==> config.mk <==
export PLATFORM = sky130hd
export DESIGN_NAME = sub_word
export DESIGN_NICKNAME = d
export VERILOG_FILES = /design/src/rtl/sub_word.sv
export SDC_FILE = /design/constraint.sdc
export NUM_CORES = 1
export LEC_CHECK = 0
export CAP_MARGIN = 20
export CORE_MARGIN = 10
export CORE_UTILIZATION = 40
export DETAILED_ROUTE_END_ITERATION = 6
export SLEW_MARGIN = 20
export SYNTH_ARGS = -nofsm -noshare
export SYNTH_HDL_FRONTEND = slang
export SYNTH_SLANG_ARGS = --single-unit
export TNS_END_PERCENT = 100
==> constraint.sdc <==
create_clock -name clk -period 7.3 [get_ports clk]
set_input_delay 1.825 -clock clk [delete_from_list [all_inputs] [get_ports clk]]
set_output_delay 1.825 -clock clk [all_outputs]
set_load 0.01 [all_outputs]
==> src/rtl/sub_word.sv <==
// AES SubWord: forward S-box applied to each byte lane of a word.
// word_out is the combinational result; word_out_q is a registered copy.
module sub_word #(
   parameter int regSize = 32
) (
   input  logic               clk,
   input  logic               rst_n,
   input  logic [regSize-1:0] word_in,
   output logic [regSize-1:0] word_out,
   output logic [regSize-1:0] word_out_q
);

   localparam int NB = regSize / 8;

   // Forward AES S-box, indexed by input byte value.
   localparam logic [7:0] SBOX [256] = '{
      8'h63, 8'h7c, 8'h77, 8'h7b, 8'hf2, 8'h6b, 8'h6f, 8'hc5, 8'h30, 8'h01, 8'h67, 8'h2b, 8'hfe, 8'hd7, 8'hab, 8'h76,
      8'hca, 8'h82, 8'hc9, 8'h7d, 8'hfa, 8'h59, 8'h47, 8'hf0, 8'had, 8'hd4, 8'ha2, 8'haf, 8'h9c, 8'ha4, 8'h72, 8'hc0,
      8'hb7, 8'hfd, 8'h93, 8'h26, 8'h36, 8'h3f, 8'hf7, 8'hcc, 8'h34, 8'ha5, 8'he5, 8'hf1, 8'h71, 8'hd8, 8'h31, 8'h15,
      8'h04, 8'hc7, 8'h23, 8'hc3, 8'h18, 8'h96, 8'h05, 8'h9a, 8'h07, 8'h12, 8'h80, 8'he2, 8'heb, 8'h27, 8'hb2, 8'h75,
      8'h09, 8'h83, 8'h2c, 8'h1a, 8'h1b, 8'h6e, 8'h5a, 8'ha0, 8'h52, 8'h3b, 8'hd6, 8'hb3, 8'h29, 8'he3, 8'h2f, 8'h84,
      8'h53, 8'hd1, 8'h00, 8'hed, 8'h20, 8'hfc, 8'hb1, 8'h5b, 8'h6a, 8'hcb, 8'hbe, 8'h39, 8'h4a, 8'h4c, 8'h58, 8'hcf,
      8'hd0, 8'hef, 8'haa, 8'hfb, 8'h43, 8'h4d, 8'h33, 8'h85, 8'h45, 8'hf9, 8'h02, 8'h7f, 8'h50, 8'h3c, 8'h9f, 8'ha8,
      8'h51, 8'ha3, 8'h40, 8'h8f, 8'h92, 8'h9d, 8'h38, 8'hf5, 8'hbc, 8'hb6, 8'hda, 8'h21, 8'h10, 8'hff, 8'hf3, 8'hd2,
      8'hcd, 8'h0c, 8'h13, 8'hec, 8'h5f, 8'h97, 8'h44, 8'h17, 8'hc4, 8'ha7, 8'h7e, 8'h3d, 8'h64, 8'h5d, 8'h19, 8'h73,
      8'h60, 8'h81, 8'h4f, 8'hdc, 8'h22, 8'h2a, 8'h90, 8'h88, 8'h46, 8'hee, 8'hb8, 8'h14, 8'hde, 8'h5e, 8'h0b, 8'hdb,
      8'he0, 8'h32, 8'h3a, 8'h0a, 8'h49, 8'h06, 8'h24, 8'h5c, 8'hc2, 8'hd3, 8'hac, 8'h62, 8'h91, 8'h95, 8'he4, 8'h79,
      8'he7, 8'hc8, 8'h37, 8'h6d, 8'h8d, 8'hd5, 8'h4e, 8'ha9, 8'h6c, 8'h56, 8'hf4, 8'hea, 8'h65, 8'h7a, 8'hae, 8'h08,
      8'hba, 8'h78, 8'h25, 8'h2e, 8'h1c, 8'ha6, 8'hb4, 8'hc6, 8'he8, 8'hdd, 8'h74, 8'h1f, 8'h4b, 8'hbd, 8'h8b, 8'h8a,
      8'h70, 8'h3e, 8'hb5, 8'h66, 8'h48, 8'h03, 8'hf6, 8'h0e, 8'h61, 8'h35, 8'h57, 8'hb9, 8'h86, 8'hc1, 8'h1d, 8'h9e,
      8'he1, 8'hf8, 8'h98, 8'h11, 8'h69, 8'hd9, 8'h8e, 8'h94, 8'h9b, 8'h1e, 8'h87, 8'he9, 8'hce, 8'h55, 8'h28, 8'hdf,
      8'h8c, 8'ha1, 8'h89, 8'h0d, 8'hbf, 8'he6, 8'h42, 8'h68, 8'h41, 8'h99, 8'h2d, 8'h0f, 8'hb0, 8'h54, 8'hbb, 8'h16
   };

   logic [regSize-1:0] word_out_d;

   // One independent S-box lookup per byte lane; lanes never interact.
   for (genvar i = 0; i < NB; i++) begin : g_lane
      assign word_out[8*i +: 8] = SBOX[word_in[8*i +: 8]];
   end

   // Next value of the registered copy is simply the combinational result.
   always_comb begin
      word_out_d = word_out;
   end

   // Pipeline register; async reset clears it without waiting for clk.
   always_ff @(posedge clk or negedge rst_n) begin
      if (!rst_n) begin
         word_out_q <= '0;
      end else begin
         word_out_q <= word_out_d;
      end
   end

endmodule

After elaboration in Yosys (flattened, before gate mapping)
Memory sizes are Yosys's and may differ from the RTL's.
Index checks and enable logic that the tools add are counted.
- order comparisons: 4
- mux-type cells: 8
- bitwise gates (word level): 4
- operators with widths (cell ; count):
    $mux 8 ; 8
    $ge 9x9->1 const B ; 4
    $not 8->9 ; 4
- bits in registers: 32
- bits in read-only memories: 8192
- input port bits: 34
- output and inout port bits: 64
- word-level logic and storage cells: 21
- memories kept: 4
- memory list (name ; depth ; width ; rd ports ; clocked after Yosys merged registers in ; write ports ; line ; source):
    (name not given) ; 256 ; 8 ; 1 ; 0 ; 0 ; 39 ; assign word_out[8*i +: 8] = SBOX[word_in[8*i +: 8]];
    (name not given) ; 256 ; 8 ; 1 ; 0 ; 0 ; 39 ;
    (name not given) ; 256 ; 8 ; 1 ; 0 ; 0 ; 39 ;
    (name not given) ; 256 ; 8 ; 1 ; 0 ; 0 ; 39 ;

Longest topological paths before layout
- depth after elaboration: 4
- gate-level depth with buffers: 12
- depth with buffers taken out: 8

Least setup slack after synthesis
OpenSTA, ideal clock, no wires.
- path kind: input port to output port
- from: input port word_in[0]
- to: output port word_out[7]
- arrival: 4.182 ns
- required time: 5.475 ns
- slack: 1.293 ns
- stages on the path: 11
- path buffers: 3
- path through: clkbuf_1 > inv_1 > ha_1 > clkbuf_1 > nand2b_1 > clkbuf_1 > nand2_1 > a22o_1 > mux4_2 > or2_0 > a32oi_1
- longest elaborated chain between the ends: 4
- ends and longest elaborated chain (what ; line ; source):
    from (decl) ; 8 ; input logic [regSize-1:0] word_in,
    $not 8->9 (not written as such) ; 39 ;
    $mem_v2 256x8 ; -- ;
    $mux 8 (not written as such) (2 in series) ; 39 ;
    to (decl) ; 9 ; output logic [regSize-1:0] word_out,
Every way passes these cells. The select of a mux whose other input is x is not followed.

Worst setup path after layout
- from: input port word_in[25]
- to: output port word_out[25]
Same word-level chain as after synthesis.

==> metrics.yaml <==
yosys.area.top_type_share_pct: 7.11
synthMuxAreaShare_pct: 8.56
cts_tree: "built"
hold_buffers: 0
endpoint_kind: "output port"
netlist_top_cells_count: "207 x o21ai_0, 192 x a21oi_1, 168 x nor2_1"
cts_root_buf: "clkbuf_16"
port-buffer-count: 97
die_w_um: 211
num-nets-final: 2282
synth_area_leaders: "o21ai_0 7.1%, a21oi_1 6.6%, dfrtp_1 5.5%"
grt_max_degree: 145
firstDrtPassIters: 6
fin_hold_ws_ns: 1.63
synth.ff_latch_count: 32
synth_top_family_by_area: "compound AO/OA/AOI/OAI gates"
synth_area_mm2: 0.0146
place_congestion: 1.03
fmax_mhz: 139
critical_path_class: "primary input to output port"
rsz0062_at_grt: "no"
crit_arrival_ns: 5.34
worstPathMaxFanout: 8
p_per_area_mw_per_mm2: 109
dp_hpwl_mm: 53.9
critPathLaunchType: "primary input"
drc: 0
syn_to_final_growth_pct: 10.5
track_usage_pct: 32.6
grt_pass1_wl_mm: 115
n_antenna_cell: 0
cts-resized-gates: 0
postSynthCellCount: 2217
die-area_mm2: 0.0445
nFillCells: 3766
post_drt_wl_per_cell_um: 28.7
grt_pass1_vias: 17800
status: "completed"
ant_nets: 0
synth_fa_ha_area_share_pct: 5.15
slew_viol_final: 0
clock_sinks: 32
synthArstFlopShare_pct: 100
yosys.area_share.simple_pct: 28.0
yosysSeqAreaShare_pct: 5.50
synth_edf_count: 0
place_inst: 2642
hold_viol: 0
rows: 69
yosysWarnings: 0
synth-xor-area-share_pct: 0.532
leakage_nw: 5.87
avgViaCountPerCell: 7.35
die_h_um: 211
drive_above_1_share_pct: 12.1
dr_total_vias: 19500
ctsHtreeMaxLevel: 2
core-area_mm2: 0.0357
hp-class: "primary input to async pin"
grt_antenna_before_repair: 1
synth_largest_area_cell: "o21ai_0"
min_period_ns: 7.17
synthFlopType: "dfrtp_1"
synth-compound-area-share_pct: 42.1
wl_mm: 76.0
cts_buffers: 5
boundaryPins: 98
start_util_pct: 40.8
worst_pin_slew_ns: 0.881
cp.required_ns: 5.48
yosysMostFrequentCell: "o21ai_0"
fin_crit_sh_pct: 98.2
avgSynthCellArea_um2: 6.57
largest_reg_flops: 32
clkTransAtPathRegs_ns: 0.08
cap_violations: 0
relSlewSlack_pct: 40.5
grt_overflow: 0
drtIter0Drc: 3868
cts_setup_buffers: 0
clockBufferDepth: 2
regMostFlops: "word_out_q"
largest_registers: "word_out_q (32)"
synthesis.nets: 2311
final_cells: 2650
ir_drop_v: 0.000135
ys_types: 95
tns_ns: 0
setup_viol: 0
through the flow:
| step | cell area [um2] | setup slack, ns | power [mW] | utilization (%) |
|---|---|---|---|---|
| 2_1_floorplan | 14600 | 1.29 | 0.968 | - |
| 3_3_place_gp | 15900 | 0.134 | 1.46 | 44.6 |
| 3_5_place_dp | 15900 | 0.165 | 1.44 | 44.6 |
| 4_1_cts | 16100 | 0.158 | 1.72 | 45.0 |
| 5_1_grt | 16100 | 0.0719 | 1.85 | 45.0 |
| 6_report | 16100 | 0.130 | 1.76 | 45.0 |
worst paths after layout:
kind | start | endpoint | slack (ns) | depth (start not counted)
worst min-delay path | rst_n | word_out_q[1] | 1.63 | 1
max in group asynchronous | rst_n | word_out_q[24] | 5.11 | 1
min in group clk | word_in[27] | word_out_q[30] | 2.22 | 5
worst max-delay path | word_in[25] | word_out[25] | 0.13 | 12
cells by family (layout without fill, tap and decap cells):
family                     count (synthesis)  after routing
xor gates and xnor gates                   8              8
adders and majority gates                 60             60
AOI/OAI and AO/OA                        912            912
DFF                                       32             32
and+or+nand+nor                          805            805
muxes                                     81             81
buffers and inverters                    319            291
final cells by class:
type                            instances  area, um2  area share, %
Multi-Input combinational cell       1866      12300           76.3
Timing Repair Buffer                  247       2130           13.3
Sequential cell                        32        801           4.97
Tap cell                              461        577           3.58
Inverter                               36        135          0.839
Clock buffer                            5        125          0.777
Clock inverter                          3       42.5          0.264
per-layer routing:
| layer | global-route usage (%) | part of all wire, % | vias to the layer above |
|---|---|---|---|
| met5 | 0 | 0.022 | - |
| met4 | 14.0 | 5.0 | 2 |
| met3 | 7.40 | 13 | 302 |
| met2 | 48.6 | 42 | 1627 |
| met1 | 44.1 | 39 | 9141 |
| li1 | - | - | 8407 |
power by group:
part	switching [mW]	internal (mW)	total, mW	leakage [nW]
Sequential	0.0134	0.203	0.217	0.373
Combinational	0.788	0.485	1.27	5.42
Clock	0.110	0.161	0.271	0.0798
placed cells by master, fill, tap and decap left out, types with 17 or more instances in the layout:
cell and n:
o21ai_0 207, a21oi_1 192, nor2_1 168, nand2_1 167, buf_4 149, nor3_1 97, clkdlybuf4s50_1 81, nor2b_1 77
nand2b_1 76, nand3_1 68, ha_1 59, a31oi_1 52, o311ai_0 50, o211ai_1 48, a211oi_1 47, mux4_2 33
mux2i_1 32, dfrtp_1 32, a311oi_1 30, inv_1 29, and2_1 29, a221oi_1 22, o31ai_1 22, o221ai_1 21
o21ai_1 19, o22ai_1 18, a21o_1 17, a211o_1 17
worst max-delay path, stage by stage:
cell	delay [ns]
clkdlybuf4s50_1	0.42
inv_1	0.09
buf_4	0.21
ha_1	0.51
buf_4	0.23
nor2b_1	0.27
o2bb2ai_1	0.18
a2111oi_0	0.59
a311oi_1	0.15
o21ai_1	0.17
buf_4	0.15
clkdlybuf4s50_1	0.54
No activity file was read; power rests on OpenSTA's default activity.
==> edit (config.mk and constraints unchanged) <==
Make the reset (`rst_n`) synchronous in one clocked block. Comments in the files are not updated.
--- a/src/rtl/sub_word.sv
+++ b/src/rtl/sub_word.sv
@@ -45,7 +45,7 @@
    end
 
    // Pipeline register; async reset clears it without waiting for clk.
-   always_ff @(posedge clk or negedge rst_n) begin
+   always_ff @(posedge clk) begin
       if (!rst_n) begin
          word_out_q <= '0;
       end else begin
Behaviour: differs if rst_n is asserted again (counterexample within 4 cycles, from zero or initial values and one cycle with rst_n low); with rst_n held inactive, the same outputs for 4 cycles.
==> edit against the unedited design <==
  * Area after synthesis is 0.88% higher
  * First-iteration DRC count is 7.3% lower
  * Highest routed layer is now met4
  * Sequential share of layout area decreased by 1.1 points
  * Synthesized cell count is 0.23% higher
  * Power down 0.83%
  * The flow now finishes with violations (DRC)
  * Setup slack better by 15 ps
  * Sequential cell count unchanged
  * Count of clock-buffer cells in the layout is 1 higher
  * Final area increased by 3.1%
  * Critical path depth shrank 2
  * Wire length up 4.8%
==> edit: results (changes against the unedited design) <==
Place
  • HPWL after DPL: 56.2 mm (was 53.9 mm)
  • Cell area reported after detailed placement: 0.0164 sq mm (was 0.0159 sq mm)
  • Placer's final routability congestion estimate: 1.05 (was 1.03)

Power
  • Leakage dissipation: 0.00606 uW (was 0.00587 uW)

Logic synthesis
  • Top post-synthesis cells by count: 171 x sky130_fd_sc_hd__o21ai_0, 160 x sky130_fd_sc_hd__nand2_1, 154 x sky130_fd_sc_hd__nor2_1, 147 x sky130_fd_sc_hd__a21oi_1, 134 x sky130_fd_sc_hd__clkbuf_1 (was 207 x sky130_fd_sc_hd__o21ai_0, 192 x sky130_fd_sc_hd__a21oi_1, 168 x sky130_fd_sc_hd__nor2_1, 167 x sky130_fd_sc_hd__nand2_1, 117 x sky130_fd_sc_hd__clkbuf_1)
  • Share of synthesized flip-flops with an asynchronous set or reset: 0% (was 100%)
  • Top cells by area in the synthesized netlist: sky130_fd_sc_hd__o21ai_0 5.8%, sky130_fd_sc_hd__mux4_2 5.7%, sky130_fd_sc_hd__ha_1 5.1% (was sky130_fd_sc_hd__o21ai_0 7.1%, sky130_fd_sc_hd__a21oi_1 6.6%, sky130_fd_sc_hd__dfrtp_1 5.5%)
  • Post-Synthesis Cells: 2222 (was 2217)
  • Proportion of synthesized chip area in sequential cells: 4.36% (was 5.50%)

Status
  • Failing checks: DRC
  • Run status: complete, but fails checks (was finished clean)

Routing
  • Post-detailed-routing wire length: 79.6 mm (was 76.0 mm)
  • Total vias in the final route: 20.2k (was 19.5k)
  • Sum of met2 wire segment lengths after detailed routing: 33.4 mm (was 32.3 mm)
  • Drc violations: 21 (was 0)
  • Initial DRC count: 3586 (was 3868)
  • Total routed wire length on the met1 layer: 31.3 mm (was 30.0 mm)
  • Count of TritonRoute iterations in the first routing pass: 7 (was 6)
  • Met3 wirelength from detailed routing: 10.6 mm (was 9.92 mm)

STA
  • Relative slew margins: 34.0% (was 40.5%)

CTS
  • Clock input transition at the sequential cells of the worst setup and hold paths: 60 ps (was 80 ps)

Global route
  • Pin count of the biggest net entering global routing: 101 (was 145)
  • Met2 Usage GRT: 50.3% (was 48.6%)
  • Overall fraction of global-route tracks in use: 34.2% (was 32.6%)
  • Number of antenna violations at the first check in global routing: 0 (was 1)
  • Met3 GRT Util: 8.41% (was 7.40%)
  • Wire length of the first global-routing pass: 120 mm (was 115 mm)
  • Via count of the first global-routing pass: 18.7k (was 17.8k)

Worst setup path
  • Arrival @ worst endpoint: 5330 ps (was 5340 ps)
  • Worst Path Max Fanout: 12 (was 8)

Final layout
  • Share of cells above drive strength 1: 13.7% (was 12.1%)

Min path
  • Hold crit path type: in2reg (was in2async)
-- edit: cell count changes after synthesis, sizes merged, moves of 11 or more --
cell,change
nor3,+11
inv,+11
buf,-12
nor3b,+11
and2,+14
clkbuf,+18
o21ai,-56
dfxtp,+32
a21oi,-45
a311oi,+11
dfrtp,-32
nor2,-18
o31ai,+12
-- edit: final timing paths --
path / start / end / slack (ps) / depth (start not counted)
max: word_in[25] / word_out[26] / 150 / 10
min: word_in[13] / word_out_q[14] / 2250 / 5
-- edit: critical path, stage by stage --
cell and delay [ps]:
sky130_fd_sc_hd__clkdlybuf4s50_1 430, sky130_fd_sc_hd__inv_1 190, sky130_fd_sc_hd__buf_4 240, sky130_fd_sc_hd__ha_1 610
sky130_fd_sc_hd__nor2b_1 520, sky130_fd_sc_hd__nor3_1 190, sky130_fd_sc_hd__nor3_1 210, sky130_fd_sc_hd__a221oi_1 100
sky130_fd_sc_hd__a211oi_1 380, sky130_fd_sc_hd__clkdlybuf4s50_1 620
-- edit: final cells by class --
type	count	area [sq um]
clock buffer	6	139
sequential	32	641
fill	3774	19800
tap	468	586
clock inverter	2	10.0
multi-input combinational	1850	12600
inverter	51	191
timing repair buffer	279	2470
-- edit: power by group --
group          switching, uW  internal [uW]
combinational            794            489
sequential              6.92            193
clock                    127            136
total                    928            818
-- edit: cells by family (layout without fill, tap and decap cells) --
kind of cell	Yosys count	in the layout	share of synthesized area [%]
AOI/OAI and AO/OA	867	867	41.8
xor gates and xnor gates	12	12	0.715
adders and majority gates	60	60	5.11
buffers and inverters	340	338	10.2
DFF	32	32	4.36
muxes	83	83	8.90
and+or+nand+nor	828	828	28.9
